===== config.mk =====
export PLATFORM = sky130hd
export DESIGN_NAME = mac_pipe
export DESIGN_NICKNAME = d
export VERILOG_FILES = /design/src/rtl/mac_pipe.sv
export SDC_FILE = /design/constraint.sdc
export NUM_CORES = 1
export LEC_CHECK = 0
export CORE_UTILIZATION = 53
export DETAILED_ROUTE_END_ITERATION = 10
export PLACE_DENSITY = 0.85
export SLEW_MARGIN = 10
export SYNTH_ARGS = -nofsm -noshare
export SYNTH_HDL_FRONTEND = slang
export SYNTH_SLANG_ARGS = --single-unit

===== constraint.sdc =====
create_clock -name C -period 2.2 [get_ports C]
set_input_delay 0.44 -clock C [delete_from_list [all_inputs] [get_ports C]]
set_output_delay 0.44 -clock C [all_outputs]
set_load 0.1 [all_outputs]

===== src/rtl/mac_pipe.sv =====
// mac_pipe: two-stage pipelined unsigned multiply-add / running-accumulate unit.
// Build option: define MAC_PIPE_SATURATE_EN to clamp DATA_OUT on accumulate overflow (default wraps).
module mac_pipe #(
  parameter int P     = 8,        // operand width, same default as the SystemVerilog1Param package
  parameter int ACC_W = 2*P + 4,  // must be >= 2*P
  parameter int CNT_W = 8
) (
  input  logic             C,
  input  logic             RST,
  input  logic             IN_VALID,
  input  logic             MODE,
  input  logic             START,
  input  logic [P-1:0]     A1,
  input  logic [P-1:0]     B1,
  input  logic [P-1:0]     C1,
  output logic             OUT_VALID,
  output logic [ACC_W-1:0] DATA_OUT,
  output logic [CNT_W-1:0] COUNT,
  output logic             OVF
);

  // Stage 1: product and side-band registers.
  logic           s1_valid;
  logic [2*P-1:0] s1_prod;
  logic [P-1:0]   s1_add;
  logic           s1_mode;
  logic           s1_start;

  // NOTE: the data registers are reset as well as the valid bit; it costs little
  // here and keeps X out of the adder if the valid logic is ever changed.
  always_ff @(posedge C or posedge RST) begin
    if (RST) begin
      s1_valid <= 1'b0;
      s1_prod  <= '0;
      s1_add   <= '0;
      s1_mode  <= 1'b0;
      s1_start <= 1'b0;
    end else begin
      s1_valid <= IN_VALID;
      if (IN_VALID) begin
        s1_prod  <= (2*P)'(A1) * (2*P)'(B1);
        s1_add   <= C1;
        s1_mode  <= MODE;
        s1_start <= START;
      end
    end
  end

  // Stage 2 next-state: restart (multiply-add or START) or accumulate onto DATA_OUT.
  logic             restart;
  logic [ACC_W:0]   acc_sum;
  logic             carry;
  logic [ACC_W-1:0] data_nxt;
  logic [CNT_W-1:0] count_nxt;
  logic             ovf_nxt;

  // NOTE: combinational blocks use blocking '=' with every output defaulted first
  // (no latches); the clocked blocks use only non-blocking '<='.
  always_comb begin
    restart   = !s1_mode || s1_start;
    acc_sum   = {1'b0, DATA_OUT} + (ACC_W+1)'(s1_prod);
    carry     = acc_sum[ACC_W];
    data_nxt  = DATA_OUT;
    count_nxt = COUNT;
    ovf_nxt   = OVF;
    if (restart) begin
      data_nxt  = ACC_W'(s1_prod) + ACC_W'(s1_add);
      count_nxt = CNT_W'(1);
      ovf_nxt   = 1'b0;
    end else begin
      ovf_nxt   = OVF | carry;
`ifdef MAC_PIPE_SATURATE_EN
      // Once overflowed, the accumulation stays pinned at full scale until restart.
      data_nxt  = (OVF || carry) ? '1 : acc_sum[ACC_W-1:0];
`else
      data_nxt  = acc_sum[ACC_W-1:0];
`endif
      count_nxt = (COUNT == '1) ? COUNT : COUNT + CNT_W'(1);
    end
  end

  always_ff @(posedge C or posedge RST) begin
    if (RST) begin
      OUT_VALID <= 1'b0;
      DATA_OUT  <= '0;
      COUNT     <= '0;
      OVF       <= 1'b0;
    end else begin
      OUT_VALID <= s1_valid;
      if (s1_valid) begin
        DATA_OUT <= data_nxt;
        COUNT    <= count_nxt;
        OVF      <= ovf_nxt;
      end
    end
  end

endmodule


==> impl_summary.txt <==
----------------------------------------------------
[Run status]
  Result of the run ... finished, violations left
  Failing checks ... setup timing

[Drt]
  Vias ... 5240
  Mean routed wirelength per cell ... 17.34 µm
  DRC violation total after the first TritonRoute iteration ... 261
  DRT Pass-1 Iters ... 5
  DRC violation count after routing ... 0
  Total detailed-routing wirelength ... 15.99 mm
  Final antenna-violating net count ... 0
  Vias per inst ... 5.683

[Placed design]
  Number of buffers added on ports ... 58
  Detailed-placement wirelength estimate ... 11.94 mm
  Final weighted congestion in routability-driven placement ... 0.9097
  Placed Cells ... 888
  Pre-CTS worst setup slack ... -2.505 ns

[Floorplanning]
  Core Box Area ... 10460 µm²
  Chip Width ... 106.6 µm
  Number of rows created at floorplan ... 37
  Number of top-level pins ... 59
  Die boundary height ... 106.6 µm
  Total Die Area ... 11370 µm²
  Effective utilization at floorplan ... 55.45%

[Layout]
  Highest-count cells in the layout ignoring fill and taps ... buf_4 (114), inv_1 (53), nand2_1 (41), nor2_1 (40), and2_1 (39)
  Relative area change from synthesis to final layout ... 38.95%
  Layout cell share with drive strength beyond 1 ... 39.44%
  Most common library cell in the layout ignoring fill and taps ... buf_4
  Non-Filler Instances ... 922
  Number of nets in the layout ... 909
  Antenna fix cells ... 0

[Worst setup path]
  CP Cell Sequence ... dlygate4sd2_1, and2_4, fa_1, fa_1, fa_1, inv_1, fa_1, inv_2, ha_4, nand2_4, o41ai_4, a41oi_2, xnor2_1, mux2_4
  Cell family with the largest share of critical-path delay ... adder cells
  Critical Path Stages ... 14
  Signal arrival time at the worst endpoint ... 4.16 ns
  Class of the most critical setup path ... primary input to flop
  Data required time at the worst endpoint ... 2.44 ns
  Slowest-stage cell, CP ... fa_1
  R2r setup slk ... -0.07 ns
  Buffer and inverter count on the worst path ... 3
  Worst R2R Path Depth ... 10
  End of the worst register-to-register path ... DATA_OUT[16]
  Crit-path most repeated cell ... fa_1
  Worst Setup End Kind ... flop
  Maximum single-stage delay on the critical path ... 0.52 ns
  Destination of the critical timing path ... s1_prod[14]
  Kind of start point of the critical path ... primary input
  Worst setup startpoint ... A1[7]
  Reg-to-reg startpoint ... s1_prod[0]
  Maximum fanout along the worst path ... 3

[Clock tree]
  CTS buffer count ... 9
  Total of hold buffers inserted after clock tree synthesis ... 0
  Clock Latency Late Sink ... 0.36 ns
  Longest Clk Path Bufs ... 2
  Maximum level of the CTS H-tree ... 3
  Clock-pin slew on the worst setup and hold paths ... 0.07 ns
  Count of clock tree sinks ... 57
  Clock tree from TritonCTS ... built
  Root buffer cell ... clkbuf_8

[Logic synthesis]
  Number of synthesized flops with an enable pin ... 0
  Dominant combinational cell family by area after synthesis ... adder cells
  Adder-cell area share of the yosys netlist ... 26.27%
  Post-synth top area share ... 24.58%
  Basic-gate share of the synthesized area counting and, or, nand and nor cells ... 17.88%
  Gate Count Post-Synth ... 629
  Post-Synthesis Cell Area ... 5802 µm²
  Part of the Yosys area used for sequential elements ... 24.58%
  Syn. warnings ... 0
  Cells taking the most area after synthesis ... dfrtp_1 (25%), ha_1 (13%), fa_1 (13%), and2_1 (5.5%), inv_1 (4.2%)
  Mean Syn Cell Area ... 9.224 µm²
  Top_reg_cell synth ... dfrtp_1
  Area leader, netlist ... dfrtp_1
  Synthesized flop and latch total ... 57
  Syn_nets ... 757
  Synthesized-area fraction occupied by xor and xnor cells ... 4.227%
  Share of cell area taken by muxes after synthesis ... 4.011%
  Fraction of synthesis flops using an asynchronous set or reset pin ... 100.0%
  Number of library cell types mapped by synthesis ... 69
  Area fraction in compound gates after synthesis ... 17.94%

[STA]
  Maximum clock frequency ... 0.2550 GHz
  Number of pins with negative max-slew slack in the final report ... 0
  Measured slew at the worst slew-check pin ... 0.4321 ns
  Setup violators final ... 17
  Setup Skew ... 0.01250 ns
  Post-route minimum period ... 3.922 ns
  Slew Limit Headroom ... 71.15%
  Worst Slack Setup Final ... -1.722 ns
  Final worst path period share ... 178.3%
  Hold violation total from the final report ... 0
  Setup repair after global routing missed its margin ... true

[Worst hold path]
  Tightest Hold Check Type ... primary input to asynchronous set/reset pin

[GRT]
  Maximum number of pins on one net before global-route repair ... 21
  GRT Util Overall ... 28.42%
  First-pass GRT wire length ... 25.39 mm
  Congestion Overflow GR ... 0
  Vias in the first global route ... 5359
  Number of antenna violations at the first check in global routing ... 0

[Power and ir drop]
  P_leak ... 3.676 nW
  Largest vdd supply drop ... 1.016 mV
  Pwr per Cell Area ... 1367 nW/µm²

[Run]
  Max-cap violation count ... 0

----------------------------------------------------
[routing by layer]
metal,vias to the layer above,GRT usage [%],wire (µm)
met1,2573,34.84,6722
met4,0,11.84,352
met2,146,51.24,8317
met3,28,2.310,593
met5,-,0,0
li1,2493,-,-
[area by class of cell]
type | instances | area (µm²)
fill | 652 | 2401
clock buffer | 9 | 123.9
timing repair buffer | 154 | 1246
clock inverter | 7 | 68.82
multi-input combinational | 494 | 4750
inverter | 65 | 244.0
sequential | 57 | 1459
tap | 136 | 170.2
[kinds of logic after synthesis]
family,Yosys count
mux,21
xor+xnor,28
buf+inv,78
compound gates,145
flops,57
simple gates,201
fa+ha+maj,99
[synthesized netlist by cell type, types with 8 or more instances]
| cell | instances |
|---|---|
| inv_1 | 65 |
| a31oi_1 | 8 |
| mux2_2 | 18 |
| xnor2_1 | 21 |
| o21ai_0 | 21 |
| a21oi_1 | 33 |
| fa_1 | 38 |
| o21a_1 | 9 |
| ha_1 | 61 |
| dfrtp_1 | 57 |
| nor2_1 | 43 |
| and2_1 | 51 |
| clkbuf_1 | 9 |
| nand2b_1 | 8 |
| a21o_1 | 11 |
| nor3_1 | 8 |
| nand3_1 | 14 |
| o21ai_1 | 9 |
| nand2_1 | 46 |
[metrics by stage]
step	instance area (µm²)	utilization, %	TNS [ns]	power, mW	hold slack (ns)
final	8061	77.05	-17.04	11.02	0.4101
after global routing	8061	77.05	-19.17	11.73	0.4618
after CTS	7750	74.07	-16.63	10.35	0.4227
after detailed placement	7382	70.56	-27.40	9.070	0.5023
after global placement	7382	70.56	-26.47	8.842	0.4908
after floorplan	6176	-	-16.54	7.140	0.3487
[timing repair]
action / 4_1_cts / 5_1_grt
setup endpoints to repair: 21 / 25
pin swaps: 36 / 48
cloned: 0 / 0
buffers inserted: 8 / 12
resized for setup: 94 / 47
[report_power, final]
group          switching, mW  internal, mW  total, mW  leakage (nW)
Sequential             0.376          1.37       1.74         0.668
Clock                  0.458         0.519      0.977        0.0954
Combinational           4.64          3.66       8.30          2.91
[worst reg2reg max path, stage by stage (launching register included)]
cell and delay (ns):
dfrtp_2 0.42, buf_6 0.12, ha_4 0.12, inv_2 0.04, fa_2 0.34, nand2b_4 0.15
a21o_4 0.23, a21oi_4 0.20, o21a_1 0.16, o21ai_1 0.06, a221o_1 0.32
[registers in the layout, summed over array words and instances (netlist names)]
| signal | flops |
|---|---|
| COUNT | 8 |
| DATA_OUT | 20 |
| OUT_VALID | 1 |
| OVF | 1 |
| s1_add | 8 |
| s1_mode | 1 |
| s1_prod | 16 |
| s1_start | 1 |
| s1_valid | 1 |
[how the worst min path moves through the flow]
| stage | startpoint | endpoint | slack [ns] | depth (start not counted) |
|---|---|---|---|---|
| 5_1_grt | RST | COUNT[1] | 0.46 | 2 |
| 6_report | RST | COUNT[1] | 0.41 | 2 |
| 3_3_place_gp | OVF | OVF | 0.49 | 1 |
| 4_1_cts | RST | COUNT[1] | 0.42 | 2 |
| 2_1_floorplan | s1_valid | OUT_VALID | 0.35 | 0 |
| 3_5_place_dp | COUNT[0] | COUNT[0] | 0.50 | 1 |
(Power assumes the default switching activity.)
